## src/rtl/cory_arb8.sv

```systemverilog
// cory_arb8 -- eight-channel round-robin merge onto one registered output.
//
// Parameter:
//   N            payload width of every channel (default 16)
// Ports:
//   clk          single clock, rising edge
//   reset        asynchronous active-high reset
//   i_aK_v       channel K valid            (K = 0..7)
//   i_aK_d       channel K payload, N bits  (K = 0..7)
//   i_aK_l       channel K last-beat flag   (K = 0..7, lock build only)
//   o_aK_r       channel K ready            (K = 0..7)
//   o_z_v        merged output valid
//   o_z_d        merged output payload
//   o_z_id       source channel of o_z_d
//   o_z_l        last-beat flag of o_z_d    (lock build only)
//   i_z_r        downstream ready
//
// Optional feature: define CORY_ARB8_LOCK_EN to add packet locking. A beat
// loaded with l = 0 locks the grant to its channel; the beat with l = 1
// releases the lock and only then advances the round-robin pointer.
//
// Handshake: every channel (inputs and output) uses strict valid/ready. A
// beat moves when valid and ready are both 1 at a rising clk edge. Sources
// may drop valid at any time; an ungranted channel is simply skipped.
// o_aK_r depends combinationally on the valid inputs. Once o_z_v is 1 the
// output beat holds stable until i_z_r accepts it.

module cory_arb8 #(
  parameter int N = 16
) (
  input  logic         clk,
  input  logic         reset,
  input  logic         i_a0_v,
  input  logic         i_a1_v,
  input  logic         i_a2_v,
  input  logic         i_a3_v,
  input  logic         i_a4_v,
  input  logic         i_a5_v,
  input  logic         i_a6_v,
  input  logic         i_a7_v,
  input  logic [N-1:0] i_a0_d,
  input  logic [N-1:0] i_a1_d,
  input  logic [N-1:0] i_a2_d,
  input  logic [N-1:0] i_a3_d,
  input  logic [N-1:0] i_a4_d,
  input  logic [N-1:0] i_a5_d,
  input  logic [N-1:0] i_a6_d,
  input  logic [N-1:0] i_a7_d,
`ifdef CORY_ARB8_LOCK_EN
  input  logic         i_a0_l,
  input  logic         i_a1_l,
  input  logic         i_a2_l,
  input  logic         i_a3_l,
  input  logic         i_a4_l,
  input  logic         i_a5_l,
  input  logic         i_a6_l,
  input  logic         i_a7_l,
  output logic         o_z_l,
`endif
  output logic         o_a0_r,
  output logic         o_a1_r,
  output logic         o_a2_r,
  output logic         o_a3_r,
  output logic         o_a4_r,
  output logic         o_a5_r,
  output logic         o_a6_r,
  output logic         o_a7_r,
  output logic         o_z_v,
  output logic [N-1:0] o_z_d,
  output logic [2:0]   o_z_id,
  input  logic         i_z_r
);

  logic [7:0]   v_vec;
  logic [N-1:0] d_arr [8];
  logic [7:0]   r_vec;
  logic [2:0]   ptr;
  logic         ld;
  logic         gnt_found;
  logic [2:0]   gnt_id;
  logic [2:0]   idx;

  assign v_vec = {i_a7_v, i_a6_v, i_a5_v, i_a4_v, i_a3_v, i_a2_v, i_a1_v, i_a0_v};

  assign d_arr[0] = i_a0_d;
  assign d_arr[1] = i_a1_d;
  assign d_arr[2] = i_a2_d;
  assign d_arr[3] = i_a3_d;
  assign d_arr[4] = i_a4_d;
  assign d_arr[5] = i_a5_d;
  assign d_arr[6] = i_a6_d;
  assign d_arr[7] = i_a7_d;

`ifdef CORY_ARB8_LOCK_EN
  logic [7:0] l_vec;
  logic       locked;
  logic [2:0] lock_id;

  assign l_vec = {i_a7_l, i_a6_l, i_a5_l, i_a4_l, i_a3_l, i_a2_l, i_a1_l, i_a0_l};
`endif

  // The output register can take a new beat when empty or being drained.
  assign ld = !o_z_v || i_z_r;

  // Search ptr, ptr+1, ... ptr+7; the 3-bit add wraps modulo 8 for free.
  always_comb begin
    gnt_found = 1'b0;
    gnt_id    = 3'd0;
    idx       = 3'd0;
    for (int off = 0; off < 8; off++) begin
      idx = ptr + 3'(off);
      if (!gnt_found && v_vec[idx]) begin
        gnt_found = 1'b1;
        gnt_id    = idx;
      end
    end
`ifdef CORY_ARB8_LOCK_EN
    // A locked packet owns the arbiter even while its source is idle.
    if (locked) begin
      gnt_found = v_vec[lock_id];
      gnt_id    = lock_id;
    end
`endif
  end

  // One-hot ready; suppressed during reset so no beat is lost into a
  // register that is being cleared.
  always_comb begin
    r_vec = 8'd0;
    if (ld && gnt_found && !reset) begin
      r_vec[gnt_id] = 1'b1;
    end
  end

  assign o_a0_r = r_vec[0];
  assign o_a1_r = r_vec[1];
  assign o_a2_r = r_vec[2];
  assign o_a3_r = r_vec[3];
  assign o_a4_r = r_vec[4];
  assign o_a5_r = r_vec[5];
  assign o_a6_r = r_vec[6];
  assign o_a7_r = r_vec[7];

  always_ff @(posedge clk or posedge reset) begin
    if (reset) begin
      o_z_v   <= 1'b0;
      o_z_d   <= '0;
      o_z_id  <= 3'd0;
      ptr     <= 3'd0;
`ifdef CORY_ARB8_LOCK_EN
      o_z_l   <= 1'b0;
      locked  <= 1'b0;
      lock_id <= 3'd0;
`endif
    end else if (ld) begin
      if (gnt_found) begin
        o_z_v  <= 1'b1;
        o_z_d  <= d_arr[gnt_id];
        o_z_id <= gnt_id;
`ifdef CORY_ARB8_LOCK_EN
        o_z_l  <= l_vec[gnt_id];
        if (l_vec[gnt_id]) begin
          locked <= 1'b0;
          ptr    <= gnt_id + 3'd1;
        end else begin
          locked  <= 1'b1;
          lock_id <= gnt_id;
        end
`else
        ptr    <= gnt_id + 3'd1;
`endif
      end else begin
        // Nothing to send: payload, id and pointer keep their values.
        o_z_v <= 1'b0;
      end
    end
  end

endmodule

```

## config.mk

```make
export PLATFORM = sky130hd
export DESIGN_NAME = cory_arb8
export DESIGN_NICKNAME = d
export VERILOG_FILES = /design/src/rtl/cory_arb8.sv
export SDC_FILE = /design/constraint.sdc
export NUM_CORES = 1
export LEC_CHECK = 0
export CAP_MARGIN = 20
export CORE_MARGIN = 10
export CORE_UTILIZATION = 41
export DETAILED_ROUTE_END_ITERATION = 8
export GPL_TIMING_DRIVEN = 0
export PLACE_DENSITY_LB_ADDON = 0.12
export SETUP_SLACK_MARGIN = 0.02
export SLEW_MARGIN = 20
export SYNTH_ARGS = -nofsm -noshare
export SYNTH_HDL_FRONTEND = slang
export SYNTH_SLANG_ARGS = --single-unit
export TNS_END_PERCENT = 10
```

## constraint.sdc

```tcl
create_clock -name clk -period 4.9 [get_ports clk]
set_input_delay 0.49 -clock clk [delete_from_list [all_inputs] [get_ports clk]]
set_output_delay 0.49 -clock clk [all_outputs]
set_load 0.1 [all_outputs]
```

==> results of run 1 <==
==> flip-flops by register name, summed over array words and instances (netlist names) <==
| signal | count |
|---|---|
| o_z_v | 1 |
| ptr | 3 |
| o_z_id | 3 |
| o_z_d | 16 |
==> critical path, cell delays in order (launching register included) <==
cell and delay, ps:
dfrtp_1 370, buf_6 160, inv_2 100, ha_1 290, clkbuf_4 180, mux2_2 370, a221oi_4 310, a32oi_2 200
or3_1 430, buf_4 190, nor3b_2 180, o32ai_2 150, buf_4 200, or4_4 530, nor2_4 150, buf_12 190
==> cell usage after synthesis (2+ instances only) <==
library cell / number
o221ai_1: 15
nand3_1: 3
nor2b_1: 5
and2_1: 2
or2_1: 2
inv_1: 21
a221oi_1: 5
dfrtp_1: 23
mux2_2: 29
a21o_1: 2
or3_1: 2
mux4_2: 10
nand2b_1: 2
a21oi_1: 2
ha_1: 2
a31oi_1: 2
mux2_1: 14
buf_6: 6
nor3b_1: 2
a32oi_1: 2
o211ai_1: 46
buf_4: 7
nor3_1: 2
clkbuf_1: 9
nor2_1: 16
mux2i_1: 41
buf_2: 13
nand2_1: 39
o21ai_0: 7
xor2_1: 3
a32o_1: 2
==> per-stage QoR <==
stage	setup TNS, ps	setup WS (ps)	instance area (µm²)
2_1_floorplan	-1680	-394	3260
3_3_place_gp	-8750	-1150	5050
3_5_place_dp	-9300	-1250	5050
4_1_cts	-237	-114	5180
5_1_grt	-31.5	-26.1	5250
6_report	0	144	5250
==> cell usage in the layout (no fill, tap or decap), types with 2 or more instances in the layout <==
cell type          n
a221oi_1           5
mux4_2            10
a32o_1             2
buf_12             3
mux2i_2            2
nand3_1            3
buf_6             12
mux2_2            29
xor2_1             2
clkdlybuf4s50_1  158
mux2_1            14
buf_2              8
mux2i_1           39
and2_1             2
ha_1               2
inv_1             21
buf_4             14
a21oi_1            2
o21ai_0            6
nand2b_1           2
nor3b_2            2
dfrtp_1           23
or2_1              2
clkbuf_8           3
clkbuf_1           9
or3_1              2
a21o_1             2
o221ai_1          15
a31oi_1            2
nor2_4             2
nand2_1           39
nor2_2             2
o211ai_1          46
nor2b_1            4
nor2_1            12
==> cell type report <==
cell class | instances | area [µm²] | area share
Timing Repair Buffer | 171 | 1720 | 0.327
Inverter | 22 | 82.6 | 0.0157
Clock buffer | 4 | 45.0 | 0.00858
Buffer | 33 | 240 | 0.0457
Sequential cell | 23 | 576 | 0.110
Tap cell | 102 | 128 | 0.0243
Multi-Input combinational cell | 279 | 2460 | 0.469
==> kinds of logic after synthesis <==
kind of cell,synth area share
AOI/OAI and AO/OA,0.247
muxes,0.354
and+or+nand+nor,0.110
buffers and inverters,0.0930
DFF,0.178
xor gates and xnor gates,0.0108
adders and majority gates,0.00772
==> worst paths after layout <==
check                                        end  slack (ps)  cells after the start
max                                       o_a0_r         140                     15
min                        o_z_id[2]$_DFFE_PP0P_         480                      2
max reg2reg                o_z_d[14]$_DFFE_PP0P_         840                     14
min reg2reg                o_z_id[2]$_DFFE_PP0P_         480                      2
max in group asynchronous     ptr[2]$_DFFE_PP0P_        3550                      2
min in group asynchronous  o_z_d[14]$_DFFE_PP0P_         790                      2
==> routing by layer <==
layer	GRT usage	up-vias	part of all wire
met3	0.0826	16	0.085
met4	0.0537	0	0.016
li1	-	1730	-
met1	0.222	1744	0.37
met2	0.378	132	0.53
met5	0	-	0
==> timing repair <==
item | 4_1_cts | 5_1_grt
resized for setup | 73 | 9
pin swaps | 0 | 2
setup buffers | 0 | 5
endpoints found under the setup margin | 11 | 8
endpoints found under the hold margin | 0 | 0
==> impl_results.md, run 1 <==
* Global Route Usage Sum at 0.210
* Worst-path clk slew at 80 ps
* Crit path required time at 4410 ps
* Post-synth top flop: dfrtp_1
* Post-layout util at 0.680
* Core area at 7730 µm²
* Die Area at 11900 µm²
* DR vias/cell at 5.71
* Largest net degree at the start of global routing at 24
* Cell accounting for the most synthesized area: dfrtp_1
* Syn Inst Count at 359
* Hold buffer count at CTS at 0
* CTS root buf: clkbuf_8
* First-pass GRT wire length at 19.7 mm
* Num Clock Sinks at 23
* Max Cap Viol at 0
* Register area share after synthesis at 0.178
* DR pass1 iterations at 4
* Vias in the first global route at 3802
* Layout cells sized above 1 at 0.192
* Number of fill cells at 664
* Syn Area/Cell at 9.03 µm²
* Run status: finished, final reports clean
* Period minus WS final at 4760 ps
* Min-Delay Path Class: flop to flop
* Placed Cells at 627
* Arr. time, crit path at 4270 ps
* Asr flop ratio synth at 1.00
* # port buffers at 166
* FP Rows at 32
* Distinct cells, synth at 54
* Final-report hold violation count at 0
* Antenna diodes at 0
* Fin crit share at 0.971
* Area Growth Syn to Fin at 62.0%
* Via count at 3622
* CP Max Fanout at 10
* Hold Slack at 485 ps
* Final ANT Viol Nets at 0
* DRC viols at 0
* # IOs at 167
* TritonCTS Buffers at 3
* Post-Layout Cell Count at 634
* Main area contributors after synthesis: dfrtp_1, mux2i_1, o211ai_1, mux2_2, mux4_2
* Max Slew Vio Count at 0
* RSZ-0062 raised after global routing: true
* CP startpoint kind: flop
* FF-to-FF Start: ptr[0]$_DFFE_PP0P_
* Worst Setup Path Type: flop to primary output
* Initial core utilization at 0.419
* Worst setup path startpoint: ptr[0]$_DFFE_PP0P_
* Yosys top cell area share at 0.178
* Clk buf depth at 2
* Clock Latency Late Sink at 270 ps
* Drt wl/cell at 20.4 µm
* Grt ovf at 0
* Final wirelength at 12.9 mm
* Yosys Warn Count at 0
* GPL Wtd Cong at 0.894
* Initial antenna violation count at 0
* Layout net count at 674
* Post-synth EDFFs at 0
* 1st-iter DRT viols at 145
* Fmax at 210 MHz
* Crit end category: primary output
* Final setup fails at 0
* Worst slew margin at 0.310
* Worst-Margin Slew at 1030 ps
* Mapped cell area at 3240 µm²
* Final HPWL DP at 10.8 mm
* # H-tree levels at 1
* Syn_nets at 500
* Die Height at 109 µm
* Worst hold start: o_z_id[2]$_DFFE_PP0P_
* Max Clock Skew at 8.49 ps
* CTS tree: built
* FF+latch count, synth at 23
* Die span in x at 109 µm
Power of run 1 is left out: the tool's default activity adds up to more than one toggle a clock period on the data nets, which glitch-free logic cannot reach.
==> inputs of run 2 (changes only) <==
- ABC_CLOCK_PERIOD_IN_PS: unset -> 4900
- RECOVER_POWER: unset -> 50
==> run 2 against run 1 <==
Compared with the run above:
- worst setup slack got worse by 4.1 ps
- highest routed layer unchanged
- worst hold slack worse by 5.7 ps
- die area stayed put
==> impl_results.md, run 2 (same netlist as run 1, synthesis figures left out) <==
* Clk buf depth at 2 (unchanged)
* # port buffers at 166 (unchanged)
* Worst-Margin Slew at 1030 ps (+1.40 ps)
* Final setup fails at 0 (unchanged)
* Largest net degree at the start of global routing at 24 (unchanged)
* Final ANT Viol Nets at 0 (unchanged)
* Most frequent cells in the layout: clkdlybuf4s50_1, o211ai_1, mux2i_1, nand2_1, mux2_2
* Setup WS pre-CTS at -1250 ps (unchanged)
* CTS root buf: clkbuf_8
* Worst-path clk slew at 80 ps (about the same)
* CP Max Fanout at 10 (unchanged)
* # H-tree levels at 1 (unchanged)
* CP startpoint kind: flop
* Die Height at 109 µm (unchanged)
* Number of fill cells at 664 (unchanged)
* Fin crit share at 0.971 (about the same)
* Layout cells sized above 1 at 0.192 (unchanged)
* Run status: finished, final reports clean
* Worst r2r path cells at 14 (unchanged)
* Hold buffer count at CTS at 0 (unchanged)
* Final HPWL DP at 10.8 mm (unchanged)
* Total Neg Setup Slack at 0 ps (unchanged)
* Max Cap Viol at 0 (unchanged)
* # IOs at 167 (unchanged)
* Worst Setup Path Type: flop to primary output
* Grt ovf at 0 (unchanged)
* Initial antenna violation count at 0 (unchanged)
* Largest register FFs at 16 (unchanged)
* Crit end category: primary output
* Drt wl/cell at 20.4 µm (about the same)
* Crit path required time at 4410 ps (about the same)
* First-pass GRT wire length at 19.7 mm (unchanged)
* Antenna diodes at 0 (unchanged)
* Fmax at 210 MHz (about the same)
* Max Clock Skew at 8.54 ps (+0.0461 ps)
* Global Route Usage Sum at 0.210 (unchanged)
* Most common cell after layout, fill and taps aside: clkdlybuf4s50_1
* 1st-iter DRT viols at 155 (+6.9%)
* Num Clock Sinks at 23 (unchanged)
* Final wirelength at 12.9 mm (about the same)
* Final setup margin at 140 ps (-4.12 ps)
* CTS tree: built
* Hold Path Stages at 2 (unchanged)
* Period minus WS final at 4760 ps (+4.13 ps)
* Via count at 3628 (+0.17%)
* Min-Delay Path Class: flop to flop
* Vias in the first global route at 3802 (unchanged)
* Die span in x at 109 µm (unchanged)
* Area Growth Syn to Fin at 62.0% (unchanged)
* DRC viols at 0 (unchanged)
* Largest Register: o_z_d
* Worst slew margin at 0.308 (-0.00105)
* DR pass1 iterations at 4 (unchanged)
* Clock Latency Late Sink at 270 ps (about the same)
* DR vias/cell at 5.72 (+0.17%)
* Layout net count at 674 (unchanged)
* Max Slew Vio Count at 0 (unchanged)
* GPL Wtd Cong at 0.894 (unchanged)
* Initial core utilization at 0.419 (unchanged)
* Largest regs: o_z_d (16), o_z_id (3), ptr (3)
* Core area at 7730 µm² (unchanged)
* TritonCTS Buffers at 3 (unchanged)
* Final-report hold violation count at 0 (unchanged)
* RSZ-0062 raised after global routing: true
* Arr. time, crit path at 4270 ps (about the same)
* Die Area at 11900 µm² (unchanged)
* FP Rows at 32 (unchanged)
## run 2: cell count changes in the layout (fill, tap and decap cells not counted)
cell,previous run,this run
clkdlybuf4s50_1,158,144
dlygate4sd3_1,0,14
## run 2: worst max-delay path, cell delays in order, from the launching register on
cell and delay [ps]:
dfrtp_1 370, buf_6 160, inv_2 100, ha_1 290
clkbuf_4 180, mux2_2 370, a221oi_4 310, a32oi_2 200
or3_1 430, buf_4 190, nor3b_2 180, o32ai_2 150
buf_4 200, or4_4 530, nor2_4 150, buf_12 190
## run 2: repair_timing
item / 4_1_cts / 5_1_grt
pin swaps: 0 / 2
gates resized for setup: 73 / 9
buffers inserted: 0 / 5
endpoints found under the setup margin: 11 / 8
cloned: 0 / 0
## run 2: final timing paths
check | slack, ps | to | start
min in group asynchronous | 910 | o_z_d[14]$_DFFE_PP0P_ | reset
setup reg to reg | 840 | o_z_d[14]$_DFFE_PP0P_ | ptr[0]$_DFFE_PP0P_
setup / recovery | 140 | o_a0_r | ptr[0]$_DFFE_PP0P_
hold / removal | 480 | o_z_id[2]$_DFFE_PP0P_ | o_z_id[2]$_DFFE_PP0P_
hold reg to reg | 480 | o_z_id[2]$_DFFE_PP0P_ | o_z_id[2]$_DFFE_PP0P_
max in group asynchronous | 3430 | ptr[2]$_DFFE_PP0P_ | reset
## run 2: layout make-up
class / count / area [µm²] / share of cell area
multi-input combinational: 279 / 2460 / 0.469
timing repair buffer: 171 / 1720 / 0.327
sequential: 23 / 576 / 0.110
buffer: 33 / 240 / 0.0457
tap: 102 / 128 / 0.0243
inverter: 22 / 82.6 / 0.0157
clock buffer: 4 / 45.0 / 0.00858
## run 2: per-stage QoR
stage | cells | hold slack [ps] | utilization | instance area (µm²)
2_1_floorplan | 359 | 492 | - | 3260
3_3_place_gp | 627 | 468 | 0.653 | 5050
3_5_place_dp | 627 | 468 | 0.653 | 5050
4_1_cts | 630 | 490 | 0.670 | 5180
5_1_grt | 634 | 516 | 0.680 | 5250
6_report | 634 | 479 | 0.680 | 5250
## run 2: layer usage
| metal | wire (µm) | GRT usage |
|---|---|---|
| met2 | 6860 | 0.378 |
| met5 | 0 | 0 |
| met1 | 4720 | 0.222 |
| met3 | 1120 | 0.0826 |
| met4 | 218 | 0.0537 |
Power of run 2 is left out for the same reason.
==> inputs of run 3 (changes only) <==
- GPL_ROUTABILITY_DRIVEN: unset -> 1
- PLACE_DENSITY: unset -> 0.82
- PLACE_DENSITY_LB_ADDON: 0.12 -> unset
==> run 3 against run 2 <==
Compared with the run above:
- critical path depth is 1 higher
- flip-flop and latch count stayed put
- via count is 3.5% higher
- core utilization is 0.39 points higher
- clock skew is 5.6 ps higher
- non-clock buffer count is 1 lower
- count of clock-buffer cells in the layout is 1 lower
- sequential share of layout area is 0.062 points lower
- worst hold slack better by 12 ps
==> impl_results.md, run 3 (same netlist as run 1, synthesis figures left out) <==
* DR pass1 iterations at 5 (+1)
* CTS tree: built
* Initial core utilization at 0.419 (unchanged)
* Arr. time, crit path at 4250 ps (-20 ps)
* First-pass GRT wire length at 21.2 mm (+7.6%)
* CP startpoint kind: flop
* Final HPWL DP at 11.3 mm (+5.0%)
* Grt ovf at 0 (unchanged)
* Worst r2r path cells at 17 (+3)
* Antenna diodes at 0 (unchanged)
* GPL Wtd Cong at 0.878 (-1.8%)
* Fmax at 211 MHz (+0.46%)
* Max Slew Vio Count at 0 (unchanged)
* Initial antenna violation count at 0 (unchanged)
* Layout net count at 673 (-0.15%)
* Worst hold start: o_z_id[1]$_DFFE_PP0P_
* Layout cells sized above 1 at 0.196 (+0.00413)
* Die Height at 109 µm (unchanged)
* Max Cap Viol at 0 (unchanged)
* Vias in the first global route at 4019 (+5.7%)
* Setup WS pre-CTS at -1200 ps (+41.3 ps)
* Most frequent cells in the layout: clkdlybuf4s50_1, o211ai_1, mux2i_1, nand2_1, mux2_2
* Die Area at 11900 µm² (unchanged)
* Fin crit share at 0.967 (-0.00444)
* DR vias/cell at 5.93 (+3.6%)
* # H-tree levels at 1 (unchanged)
* Largest net degree at the start of global routing at 24 (unchanged)
* Drt wl/cell at 21.9 µm (+7.6%)
* Largest regs: o_z_d (16), o_z_id (3), ptr (3)
* Worst-path clk slew at 90 ps (about the same)
* Worst slew margin at 0.288 (-0.0205)
* Largest Register: o_z_d
* Hold Path Stages at 2 (unchanged)
* RSZ-0062 raised after global routing: true
* Hold buffer count at CTS at 0 (unchanged)
* Crit path required time at 4410 ps (about the same)
* Via count at 3754 (+3.5%)
* Placed Cells at 627 (unchanged)
* FF-to-FF Start: ptr[1]$_DFFE_PP0P_
* CTS root buf: clkbuf_8
* Run status: finished, final reports clean
* Die span in x at 109 µm (unchanged)
* Clock Latency Late Sink at 280 ps (about the same)
* Worst Setup Path Type: flop to primary output
* Area Growth Syn to Fin at 63.0%
* Final setup fails at 0 (unchanged)
* # port buffers at 166 (unchanged)
* Largest register FFs at 16 (unchanged)
* Period minus WS final at 4740 ps (-21.8 ps)
* Most common cell after layout, fill and taps aside: clkdlybuf4s50_1
* Final wirelength at 13.9 mm (+7.4%)
* # IOs at 167 (unchanged)
* Final ANT Viol Nets at 0 (unchanged)
* Clk buf depth at 2 (unchanged)
* FP Rows at 32 (unchanged)
* Crit end category: primary output
* Post-layout util at 0.683 (+0.00389)
* Num Clock Sinks at 23 (unchanged)
* 1st-iter DRT viols at 238 (+54%)
* TritonCTS Buffers at 3 (unchanged)
* Post-Layout Cell Count at 633 (-0.16%)
* CP Max Fanout at 10 (unchanged)
* Final-report hold violation count at 0 (unchanged)
* Global Route Usage Sum at 0.226 (+0.0162)
* Final setup margin at 162 ps (+21.8 ps)
* Core area at 7730 µm² (unchanged)
* Worst-Margin Slew at 1060 ps (+30.9 ps)
* DRC viols at 0 (unchanged)
* Max Clock Skew at 14.2 ps (+5.63 ps)
* Min-Delay Path Class: flop to flop
* Worst setup path startpoint: ptr[1]$_DFFE_PP0P_
-- run 3: cell count changes in the layout (fill, tap and decap cells not counted), sizes merged --
cell,change
buf,-1
clkbuf,-1
clkinv,+1
-- run 3: layout make-up --
type | instances | area (µm²)
fill | 612 | 2450
clock inverter | 1 | 5.00
buffer | 33 | 236
sequential | 23 | 576
multi-input combinational | 279 | 2500
clock buffer | 3 | 41.3
timing repair buffer | 170 | 1710
tap | 102 | 128
inverter | 22 | 82.6
-- run 3: critical path: stages (launching register included) --
cell and delay, ps:
dfrtp_1 370, buf_6 110, buf_6 130, inv_1 90, ha_1 280, clkbuf_4 170
mux2_2 360, a221oi_4 360, a32oi_2 210, or3_1 350, buf_6 160, nor3b_4 230
o32ai_4 150, buf_6 170, or4_4 520, nor2_4 120, buf_12 180
-- run 3: worst paths after layout --
check | endpoint | slack, ps
setup / recovery | o_a2_r | 160
hold reg to reg | o_z_id[1]$_DFFE_PP0P_ | 490
min in group asynchronous | o_z_d[12]$_DFFE_PP0P_ | 930
setup reg to reg | o_z_d[4]$_DFFE_PP0P_ | 770
max in group asynchronous | ptr[2]$_DFFE_PP0P_ | 3380
hold / removal | o_z_id[1]$_DFFE_PP0P_ | 490
-- run 3: metal layers --
| layer | GRT usage | vias to the layer above | wire length [µm] |
|---|---|---|---|
| li1 | - | 1722 | - |
| met1 | 0.247 | 1828 | 5000 |
| met2 | 0.401 | 172 | 7310 |
| met3 | 0.0820 | 32 | 1200 |
| met4 | 0.0631 | 0 | 352 |
| met5 | 0 | - | 0 |
-- run 3: repair_timing --
item                       in CTS  in global routing
pin swaps                       0                  5
gates resized for setup        73                 15
setup endpoints to repair       8                  8
hold endpoints to repair        0                  0
buffers inserted                0                  4
-- run 3: stage by stage --
stage / instance area, µm² / TNS [ps] / hold WS, ps
floorplan: 3260 / -1680 / 492
global placement: 5050 / -8110 / 476
detailed placement: 5050 / -8650 / 481
CTS: 5180 / -40.7 / 506
global route: 5280 / -3.75 / 524
finish: 5280 / 0 / 492
Power of run 3 is left out for the same reason.
